===== config.mk =====
export PLATFORM = sky130hd
export DESIGN_NAME = uart_tx_scheduler_flat
export DESIGN_NICKNAME = d
export VERILOG_FILES = /design/src/rtl/uart_tx_scheduler_if.sv /design/src/rtl/uart_tx_scheduler.sv /design/src/flat_wrapper.sv
export SDC_FILE = /design/constraint.sdc
export NUM_CORES = 1
export LEC_CHECK = 0
export CAP_MARGIN = 20
export CORE_ASPECT_RATIO = 0.8
export CORE_MARGIN = 4
export CORE_UTILIZATION = 30
export CTS_CLUSTER_SIZE = 24
export DETAILED_ROUTE_END_ITERATION = 7
export HOLD_SLACK_MARGIN = 0.05
export PLACE_DENSITY_LB_ADDON = 0.05
export SLEW_MARGIN = 30
export SYNTH_ARGS = -nofsm -noshare
export SYNTH_HDL_FRONTEND = slang
export SYNTH_SLANG_ARGS = --single-unit

===== constraint.sdc =====
create_clock -name clk -period 5.5 [get_ports clk]
set_clock_uncertainty 0.15 [all_clocks]
set_input_delay 1.65 -clock clk [delete_from_list [all_inputs] [get_ports clk]]
set_output_delay 1.65 -clock clk [all_outputs]
set_load 0.05 [all_outputs]

===== src/rtl/uart_tx_scheduler_if.sv =====
// -----------------------------------------------------------------------------
// uart_tx_scheduler_if
// Groups the core data-bus signals and the transmitter handshake signals shared
// between the core, the uart_tx_scheduler and the uart_tx_8n1 transmitter.
//
// Signals
//   bus_addr  [31:0]  core data address
//   bus_we            core store strobe, one write per cycle it is high
//   bus_wdata [31:0]  core store data
//   bus_rdata [31:0]  scheduler status read data (combinational)
//   tx_byte   [7:0]   byte presented to the transmitter
//   tx_send           one-cycle send pulse to the transmitter
//   tx_done           transmitter idle level (1 = ready)
//
// Modports
//   master : the surrounding system (core bus + transmitter)
//   slave  : the scheduler itself
// -----------------------------------------------------------------------------
interface uart_tx_scheduler_if;
  logic [31:0] bus_addr;
  logic        bus_we;
  logic [31:0] bus_wdata;
  logic [31:0] bus_rdata;
  logic [7:0]  tx_byte;
  logic        tx_send;
  logic        tx_done;

  modport master (
    output bus_addr, bus_we, bus_wdata, tx_done,
    input  bus_rdata, tx_byte, tx_send
  );

  modport slave (
    input  bus_addr, bus_we, bus_wdata, tx_done,
    output bus_rdata, tx_byte, tx_send
  );
endinterface


===== src/rtl/uart_tx_scheduler.sv =====
// -----------------------------------------------------------------------------
// uart_tx_scheduler
// Shares one uart_tx_8n1 transmitter between a boot banner ROM and core MMIO
// stores. Core bytes written to TXDATA_ADDR are buffered in a FIFO; the banner
// (when enabled at reset) goes out first and has absolute priority until it
// ends. The send/done handshake guarantees each byte is sent exactly once.
//
// Ports
//   clk        in   rising-edge clock (transmitter clock domain)
//   rst        in   synchronous active-low reset (0 = reset)
//   banner_en  in   sampled in reset: 1 = send banner before FIFO traffic
//   bus        if   slave side of uart_tx_scheduler_if (bus + tx handshake)
//   irq_empty  out  FIFO empty, FSM idle and no banner pending
// -----------------------------------------------------------------------------
module uart_tx_scheduler #(
  parameter int          FIFO_DEPTH   = 16,
  parameter int          BANNER_LEN   = 16,
  parameter logic [31:0] TXDATA_ADDR  = 32'h0000_1000,
  parameter logic [31:0] STATUS_ADDR  = 32'h0000_1004,
  parameter int          BUSY_TIMEOUT = 8
) (
  input  logic                  clk,
  input  logic                  rst,
  input  logic                  banner_en,
  uart_tx_scheduler_if.slave    bus,
  output logic                  irq_empty
);

  localparam int PW = (FIFO_DEPTH > 1) ? $clog2(FIFO_DEPTH) : 1;
  localparam int CW = PW + 1;
  localparam int IW = $clog2(BANNER_LEN + 1);
  localparam int TW = $clog2(BUSY_TIMEOUT + 1);

  localparam logic [7:0] BANNER_ROM [16] = '{
    8'h48, 8'h65, 8'h6C, 8'h6C, 8'h6F, 8'h2C, 8'h20, 8'h57,
    8'h6F, 8'h72, 8'h6C, 8'h64, 8'h21, 8'h0A, 8'h0D, 8'h00
  };

  typedef enum logic [1:0] {
    BANNER,
    IDLE,
    WAIT_BUSY,
    WAIT_DONE
  } state_e;

  state_e          state_q, state_d;
  logic            bannerActive_q, bannerActive_d;
  logic [IW-1:0]   bannerIdx_q, bannerIdx_d;
  logic [TW-1:0]   busyCnt_q, busyCnt_d;
  logic [7:0]      txByte_q, txByte_d;
  logic            txSend_q, txSend_d;
  logic [7:0]      fifoMem_q [FIFO_DEPTH];
  logic [PW-1:0]   wrPtr_q, wrPtr_d;
  logic [PW-1:0]   rdPtr_q, rdPtr_d;
  logic [CW-1:0]   count_q, count_d;
  logic            overflow_q, overflow_d;

  logic [7:0]      romByte;
  logic            bannerEnd;
  logic            sendBanner;
  logic            sendFifo;
  logic            fifoEmpty;
  logic            fifoFull;
  logic            pushReq;
  logic            pushOk;
  logic            dropPush;
  logic            clearOverflow;
  logic [31:0]     statusWord;
  logic            unusedWdata;

  // Banner ROM lookup. Any index at or beyond BANNER_LEN reads as NUL, so a
  // single "byte is zero" test covers both the terminator and the length limit.
  always_comb begin
    romByte = 8'h00;
    for (int k = 0; k < 16; k++) begin
      if (k < BANNER_LEN && bannerIdx_q == IW'(k)) begin
        romByte = BANNER_ROM[4'(k)];
      end
    end
  end

  assign bannerEnd = (romByte == 8'h00);
  assign fifoEmpty = (count_q == '0);
  assign fifoFull  = (count_q == CW'(FIFO_DEPTH));

  // FSM output decode: decides whether this cycle launches a banner byte or a
  // FIFO byte, and maintains the WAIT_BUSY timeout counter, which restarts
  // from zero on every send so each wait gets the full budget.
  always_comb begin
    sendBanner = 1'b0;
    sendFifo   = 1'b0;
    busyCnt_d  = busyCnt_q;
    case (state_q)
      BANNER:    sendBanner = bus.tx_done && !bannerEnd;
      IDLE:      sendFifo   = bus.tx_done && !fifoEmpty;
      WAIT_BUSY: busyCnt_d  = busyCnt_q + TW'(1);
      default:   ;
    endcase
    if (sendBanner || sendFifo) begin
      busyCnt_d = '0;
    end
  end

  // FSM next-state logic. WAIT_BUSY waits for the transmitter to acknowledge
  // the send by dropping tx_done, but gives up after BUSY_TIMEOUT cycles so a
  // transmitter that never drops tx_done cannot hang the scheduler.
  always_comb begin
    state_d = state_q;
    case (state_q)
      BANNER: begin
        if (bannerEnd) begin
          state_d = IDLE;
        end else if (bus.tx_done) begin
          state_d = WAIT_BUSY;
        end
      end
      IDLE: begin
        if (sendFifo) begin
          state_d = WAIT_BUSY;
        end
      end
      WAIT_BUSY: begin
        if (!bus.tx_done || busyCnt_q == TW'(BUSY_TIMEOUT - 1)) begin
          state_d = WAIT_DONE;
        end
      end
      WAIT_DONE: begin
        if (bus.tx_done) begin
          state_d = bannerActive_q ? BANNER : IDLE;
        end
      end
      default: state_d = IDLE;
    endcase
  end

  // Transmit-side registers: the byte is held until the next send, the pulse
  // lasts exactly one cycle, and the banner retires permanently once it ends.
  always_comb begin
    txSend_d       = sendBanner || sendFifo;
    txByte_d       = txByte_q;
    bannerIdx_d    = bannerIdx_q;
    bannerActive_d = bannerActive_q;
    if (sendBanner) begin
      txByte_d    = romByte;
      bannerIdx_d = bannerIdx_q + IW'(1);
    end else if (sendFifo) begin
      txByte_d = fifoMem_q[rdPtr_q];
    end
    if (state_q == BANNER && bannerEnd) begin
      bannerActive_d = 1'b0;
    end
  end

  // Core FIFO bookkeeping. A push into a full FIFO still succeeds when a pop
  // happens in the same cycle; otherwise it is dropped and overflow is set.
  // A drop wins over a coincident overflow clear.
  always_comb begin
    pushReq       = bus.bus_we && (bus.bus_addr == TXDATA_ADDR);
    clearOverflow = bus.bus_we && (bus.bus_addr == STATUS_ADDR) && bus.bus_wdata[2];
    pushOk        = pushReq && (!fifoFull || sendFifo);
    dropPush      = pushReq && !pushOk;
    overflow_d    = dropPush || (overflow_q && !clearOverflow);
    wrPtr_d       = pushOk   ? wrPtr_q + PW'(1) : wrPtr_q;
    rdPtr_d       = sendFifo ? rdPtr_q + PW'(1) : rdPtr_q;
    count_d       = count_q;
    if (pushOk && !sendFifo) begin
      count_d = count_q + CW'(1);
    end else if (!pushOk && sendFifo) begin
      count_d = count_q - CW'(1);
    end
  end

  // Status word and read mux; the bus reads zero at every other address.
  always_comb begin
    statusWord = {16'h0000, 8'(count_q), 4'h0,
                  (state_q != IDLE), overflow_q, fifoEmpty, fifoFull};
    bus.bus_rdata = (bus.bus_addr == STATUS_ADDR) ? statusWord : 32'h0000_0000;
  end

  assign irq_empty   = fifoEmpty && (state_q == IDLE) && !bannerActive_q;
  assign bus.tx_byte = txByte_q;
  assign bus.tx_send = txSend_q;
  assign unusedWdata = ^bus.bus_wdata[31:8];

  // State register plus all control registers. Reset flushes the FIFO and
  // rearms the banner according to banner_en; a byte already handed to the
  // transmitter is left to finish on its own.
  always_ff @(posedge clk) begin
    if (!rst) begin
      state_q        <= banner_en ? BANNER : IDLE;
      bannerActive_q <= banner_en;
      bannerIdx_q    <= '0;
      busyCnt_q      <= '0;
      txByte_q       <= 8'h00;
      txSend_q       <= 1'b0;
      wrPtr_q        <= '0;
      rdPtr_q        <= '0;
      count_q        <= '0;
      overflow_q     <= 1'b0;
    end else begin
      state_q        <= state_d;
      bannerActive_q <= bannerActive_d;
      bannerIdx_q    <= bannerIdx_d;
      busyCnt_q      <= busyCnt_d;
      txByte_q       <= txByte_d;
      txSend_q       <= txSend_d;
      wrPtr_q        <= wrPtr_d;
      rdPtr_q        <= rdPtr_d;
      count_q        <= count_d;
      overflow_q     <= overflow_d;
    end
  end

  // FIFO storage needs no reset: entries are only read once count covers them.
  always_ff @(posedge clk) begin
    if (pushOk) begin
      fifoMem_q[wrPtr_q] <= bus.bus_wdata[7:0];
    end
  end

endmodule


===== src/flat_wrapper.sv =====
// flat-port wrapper written by rule: the top's interface ports become plain ports
module uart_tx_scheduler_flat 
#(
  parameter int          FIFO_DEPTH   = 16,
  parameter int          BANNER_LEN   = 16,
  parameter logic [31:0] TXDATA_ADDR  = 32'h0000_1000,
  parameter logic [31:0] STATUS_ADDR  = 32'h0000_1004,
  parameter int          BUSY_TIMEOUT = 8
)
  (clk, rst, banner_en, irq_empty, bus_bus_addr, bus_bus_we, bus_bus_wdata, bus_tx_done, bus_bus_rdata, bus_tx_byte, bus_tx_send);
  uart_tx_scheduler_if bus_i ();
  input  logic clk;
  input  logic rst;
  input  logic banner_en;
  output logic irq_empty;
  input wire logic [$bits(bus_i.bus_addr)-1:0] bus_bus_addr;
  input wire logic [$bits(bus_i.bus_we)-1:0] bus_bus_we;
  input wire logic [$bits(bus_i.bus_wdata)-1:0] bus_bus_wdata;
  input wire logic [$bits(bus_i.tx_done)-1:0] bus_tx_done;
  output wire logic [$bits(bus_i.bus_rdata)-1:0] bus_bus_rdata;
  output wire logic [$bits(bus_i.tx_byte)-1:0] bus_tx_byte;
  output wire logic [$bits(bus_i.tx_send)-1:0] bus_tx_send;
  assign bus_i.bus_addr = bus_bus_addr;
  assign bus_i.bus_we = bus_bus_we;
  assign bus_i.bus_wdata = bus_bus_wdata;
  assign bus_i.tx_done = bus_tx_done;
  assign bus_bus_rdata = bus_i.bus_rdata;
  assign bus_tx_byte = bus_i.tx_byte;
  assign bus_tx_send = bus_i.tx_send;
  uart_tx_scheduler #(.FIFO_DEPTH(FIFO_DEPTH), .BANNER_LEN(BANNER_LEN), .TXDATA_ADDR(TXDATA_ADDR), .STATUS_ADDR(STATUS_ADDR), .BUSY_TIMEOUT(BUSY_TIMEOUT)) u_core (.clk(clk), .rst(rst), .banner_en(banner_en), .bus(bus_i), .irq_empty(irq_empty));
endmodule

==> qor.yml, run 1 <==
cts-htree-levels: 4
first_global_vias: 4280
num_vias: 4123
yosys-mux-area-fraction: 0.107
grt_setup_unrepaired: "no"
grt-ovfl-total: 0
ctsLongestPathBuffers: 2
path_cells: "clkdlybuf4s50_1, nor4b_1, and4_1, and2_0, nand2_1, nor2_1, buf_12"
layout_commonest_cell: "edfxtp_1"
ios: 111
diodes: 0
crit_family: "simple AND/OR/NAND/NOR gates"
io_buffers: 63
cts_hold_buffers: 0
place_inst: 843
dieHeight_um: 147
syn_area_um2: 7290
powerDensity_nw_per_um2: 327
synth-edff-count: 131
initial_core_util: 0.308
cp_slowest_cell: "clkdlybuf4s50_1"
synth_top_family_by_area: "multiplexers"
wl_per_cell_um: 18.9
cts_tree: "yes"
fin_crit_sh: 0.956
numCtsBuffers: 17
drt_iter0_markers: 256
rows: 50
final_cell_mix: "edfxtp_1, clkdlybuf4s50_1, dfxtp_1"
synth-compound-area-share: 0.0573
cts_root_buf: "clkbuf_16"
dr.max_layer_used: "met4"
fin_crit_ns: 5.26
arrival_ns: 3.46
via_per_inst: 4.71
critPathMaxFanout: 5
coreArea_um2: 23600
ant_nets: 0
fillCellCount: 2242
drc: 0
hold_slack_ns: 0.338
grt_max_degree: 32
fin_cells: 875
syn_area_per_cell_um2: 15.2
wl_met2_mm: 7.40
setup.worst_path.end_class: "output pin"
worst_ep_required_time_ns: 3.70
ys.flop_type: "edfxtp_1"
start_kind: "input pin"
max_cap_viol_count: 0
synth-seq-area-share: 0.638
drive_above_1_share: 0.158
chipWidth_um: 182
final_hold_viol_count: 0
dp_hpwl_mm: 11.5
setup_viol: 0
slew_headroom: 0.407
finalMaxSlewViolations: 0
synth_warnings: 0
routabilityCongestion: 0.745
dieArea_um2: 26900
clk_latency_ns: 0.42
post-route-util: 0.374
finalSetupTns_ns: 0
synth-xor-area-share: 0.0168
status: "finished clean"
grt_pass1_wl_mm: 25.4
yosys.area_share.simple: 0.0976
cts.sinks: 167
synthCells: 479
cp_slowest_stage_delay_ns: 0.40
min_path_type: "reg -> reg"
async_flop_share: 0
antenna_found_initial: 0
synth-seq-cells: 167
max-vdd-ir-drop_uv: 224
fmax_ghz: 0.190
firstDrtPassIters: 4
setup.worst_path.class: "in -> out"
wl_met1_mm: 8.40
power_w: 0.00289
clk_pin_slew_worst_paths_ns: 0.06
worstMarginPinSlew_ns: 0.889
nNetsFinal: 639
cts_resized: 0
track_usage: 0.126
synth_cell_types: 51
routed_wl_mm: 16.5
yosys.area_share.adder: 0.0353
post_cts_buffers: 0
dr_wl_met3_um: 638
critPathBufInv: 2
power.leakage_nw: 3.02
area_growth_pct: 21.4
## power breakdown
part	internal [W]	switching, W
clock network	0.000673	0.000507
logic	0.000114	0.000197
registers	0.00138	0.0000179
total	0.00217	0.000721
## final timing paths
path                                      startpoint                                  to  slack (ns)  depth (start not counted)
setup / recovery                    bus_bus_addr[13]                   bus_bus_rdata[12]        0.24                          7
hold / removal    u_core.bus.tx_byte[7]$_SDFFE_PN0P_  u_core.bus.tx_byte[7]$_SDFFE_PN0P_        0.34                          1
setup reg to reg     u_core.state_q[1]$_SDFFCE_PN0P_      u_core.count_q[4]$_SDFFE_PN0P_        2.26                         13
hold reg to reg   u_core.bus.tx_byte[7]$_SDFFE_PN0P_  u_core.bus.tx_byte[7]$_SDFFE_PN0P_        0.34                          1
## synthesized netlist by cell type (all sizes together), types with 4 or more instances
master  number  area, um2
edfxtp     131       3930
dfxtp       36        721
buf         34        259
mux4        32        721
nand2       22       82.6
and3        19        119
ha          19        238
nor2        18       67.6
nor2b       18        113
and2        15       93.8
inv         14       52.6
a22oi       12       90.1
o21ai       10       50.1
a21oi        9       48.8
clkbuf       9       33.8
xnor2        9       78.8
nor4         8       65.1
mux2i        6       60.1
nor3         6       30.0
a21o         5       37.5
a221o        5       50.1
xor2         5       43.8
a211oi       4       35.0
a21boi       4       30.0
nand3        4       20.0
nand4        4       25.0
## cells by family after synthesis
family,after synthesis
flip-flops,167
adder cells (fa/ha/maj),20
AO/OA/AOI/OAI,58
XOR/XNOR,14
multiplexers,38
buffers and inverters,57
other,1
AND/OR/NAND/NOR,124
## layer usage
metal  vias up  GRT usage
met5         -          0
met4         0     0.0383
met3         6     0.0305
met2        86      0.189
met1      2103      0.182
li1       1928          -
## sequential cells by signal, indices dropped and copies added (netlist names), named ones only
register,count
u_core.bannerActive_q,1
u_core.rdPtr_q,4
u_core.bus.tx_send,1
u_core.busyCnt_q,4
u_core.bus.tx_byte,8
u_core.overflow_q,1
u_core.bannerIdx_q,5
u_core.state_q,2
u_core.count_q,5
u_core.fifoMem_q,128
u_core.wrPtr_q,4
## worst reg2reg max path, stage by stage (launching register included)
cell      delay, ns
edfxtp_1       0.42
inv_1          0.12
ha_1           0.24
nand2_1        0.12
nand3_1        0.17
and4_1         0.28
ha_1           0.20
inv_1          0.11
fa_1           0.47
a21o_1         0.18
a21oi_1        0.17
xnor2_1        0.09
or3_1          0.30
a21boi_0       0.15
## metrics by stage
step / setup slack, ns / area, um2
CTS: 0.222 / 8850
floorplan: 0.553 / 7380
global placement: 0.263 / 8270
detailed placement: 0.228 / 8280
global route: 0.0291 / 8850
finish: 0.243 / 8850
## final cells by class
cell class / instances / area (um2) / area share
flip-flops and latches: 167 / 4660 / 0.526
multi-input cells: 277 / 2380 / 0.269
repair buffers: 73 / 796 / 0.0899
clock buffers: 18 / 429 / 0.0485
well taps: 312 / 390 / 0.0441
clock inverters: 14 / 148 / 0.0167
inverters: 14 / 52.6 / 0.00594
Power figures use the tool's default switching activity.
==> run 2: changes to the inputs <==
--- a/config.mk
+++ b/config.mk
@@ -11,6 +11,7 @@
 export CORE_UTILIZATION = 30
 export CTS_CLUSTER_SIZE = 24
 export DETAILED_ROUTE_END_ITERATION = 7
+export DONT_BUFFER_PORTS = 1
 export HOLD_SLACK_MARGIN = 0.05
 export PLACE_DENSITY_LB_ADDON = 0.05
 export SLEW_MARGIN = 30
==> run 2 against run 1 <==
Sequential power barely moved. Die area unchanged. Clock power hardly changed. Final area shrank 8.1%. Combinational power is 32% lower. Maximum frequency up 7.6%. Critical path type unchanged. Critical endpoint is now bus_bus_rdata[2]. Largest power group unchanged.
==> qor.yml, run 2 (synthesis results as in run 1) <==
cp_slowest_cell: "and3_1"
cp_slowest_stage_delay_ns: 0.54  # +0.14 ns
clk_pin_slew_worst_paths_ns: 0.06  # about the same
numCtsBuffers: 17  # unchanged
min_path_type: "reg -> reg"
dieHeight_um: 147  # unchanged
clk_latency_ns: 0.43  # about the same
drt_iter0_markers: 252  # -1.6%
fmax_ghz: 0.205  # +7.6%
worstMarginPinSlew_ns: 0.834  # -0.0550 ns
first_global_vias: 4051  # -5.4%
cts_hold_buffers: 0  # unchanged
cts.sinks: 167  # unchanged
wl_per_cell_um: 20.5  # +8.4%
rows: 50  # unchanged
max-vdd-ir-drop_uv: 191  # -15%
regMostFlops: "u_core.fifoMem_q"
ios: 111  # unchanged
io_buffers: 0  # -100%
ctsLongestPathBuffers: 2  # unchanged
arrival_ns: 3.08  # -0.38 ns
grt_pass1_wl_mm: 25.1  # -0.93%
use_met2: 0.188  # -0.000929
status: "finished clean"
fillCellCount: 2296  # +2.4%
routabilityCongestion: 0.694  # -6.9%
diodes: 0  # unchanged
fin_crit_ns: 4.88  # -0.373 ns
finalSetupTns_ns: 0  # unchanged
grt-ovfl-total: 0  # unchanged
dp_hpwl_mm: 11.3  # -1.8%
powerDensity_nw_per_um2: 349  # +6.7%
cts_tree: "yes"
via_per_inst: 4.78  # +1.5%
grt.busiest_layer: "met2"
dieArea_um2: 26900  # unchanged
critPathBufInv: 0  # -2
slew_headroom: 0.442  # +0.0342
min-delay-start: "u_core.busyCnt_q[3]$_SDFFE_PP0P_"
drive_above_1_share: 0.160  # +0.00224
firstDrtPassIters: 4  # unchanged
max_cap_viol_count: 0  # unchanged
final_hold_viol_count: 0  # unchanged
initial_core_util: 0.308  # unchanged
grt_setup_unrepaired: "no"
post_cts_buffers: 0  # unchanged
cts-htree-levels: 4  # unchanged
cts_resized: 0  # unchanged
track_usage: 0.126  # +0.000255
r2r-start: "u_core.state_q[1]$_SDFFCE_PN0P_"
chipWidth_um: 182  # unchanged
power.leakage_nw: 2.74  # -9.3%
finalMaxSlewViolations: 0  # unchanged
largest_reg_flops: 128  # unchanged
fin_cells: 811  # -7.3%
worst_ep_required_time_ns: 3.70  # about the same
setup.worst_path.end_class: "output pin"
routed_wl_mm: 16.6  # +0.44%
grt_max_degree: 32  # unchanged
ant_nets: 0  # unchanged
grt_util_met3: 0.0342  # +0.00369
final_cell_mix: "edfxtp_1, dfxtp_1, mux4_2"
setup_viol: 0  # unchanged
cts_root_buf: "clkbuf_16"
place_inst: 779  # -7.6%
area_growth_pct: 11.5
fin_crit_sh: 0.888  # -0.0679
critPathMaxFanout: 7  # +2
path_cells: "nor4b_1, and4_1, and2_0, and3_1"
antenna_found_initial: 0  # unchanged
start_kind: "input pin"
hold_slack_ns: 0.357  # +0.0190 ns
layout_commonest_cell: "edfxtp_1"
crit_family: "simple AND/OR/NAND/NOR gates"
setup.worst_path.class: "in -> out"
use_met1: 0.183  # +0.000386
nNetsFinal: 575  # -10%
num_vias: 3878  # -5.9%
drc: 0  # unchanged
cp-startpoint: "bus_bus_addr[13]"
coreArea_um2: 23600  # unchanged
[run 2: per-stage QoR]
stage               worst slack [ns]  total power [W]   util  area, um2
finish                         0.616          0.00284  0.344       8130
CTS                            0.605          0.00287  0.344       8130
global placement               0.637          0.00167  0.319       7550
detailed placement             0.616          0.00167  0.319       7550
floorplan                      0.553          0.00164      -       7380
global route                   0.476          0.00295  0.344       8130
[run 2: metal layers]
metal,part of all wire,vias to the layer above
met5,0,-
met4,0.011,0
met3,0.046,14
met2,0.44,96
met1,0.51,1968
li1,-,1800
[run 2: worst min-delay path: stages, from the launching register on]
cell     delay (ns)
dfxtp_1        0.33
xor2_1         0.07
nor2_1         0.07
[run 2: power by group]
group          switching [W]  leakage (nW)  total (W)  internal, W
sequential         0.0000453          1.47    0.00143      0.00138
combinational       0.000141         0.998   0.000212    0.0000711
clock               0.000522         0.273    0.00119     0.000673
total               0.000708          2.74    0.00284      0.00213
[run 2: layout make-up]
cell class | instances | area, um2 | area share
clock buffer | 18 | 429 | 0.0528
clock inverter | 14 | 151 | 0.0186
tap | 312 | 390 | 0.0480
multi-input combinational | 277 | 2390 | 0.293
timing repair buffer | 9 | 67.6 | 0.00831
inverter | 14 | 52.6 | 0.00646
sequential | 167 | 4660 | 0.572
[run 2: worst paths after layout]
path / end / slack [ns] / cells after the start
worst max-delay path: bus_bus_rdata[2] / 0.62 / 4
worst min-delay path: u_core.busyCnt_q[3]$_SDFFE_PP0P_ / 0.36 / 2
worst max register to register: u_core.count_q[4]$_SDFFE_PN0P_ / 2.14 / 13
worst min register to register: u_core.busyCnt_q[3]$_SDFFE_PP0P_ / 0.36 / 2
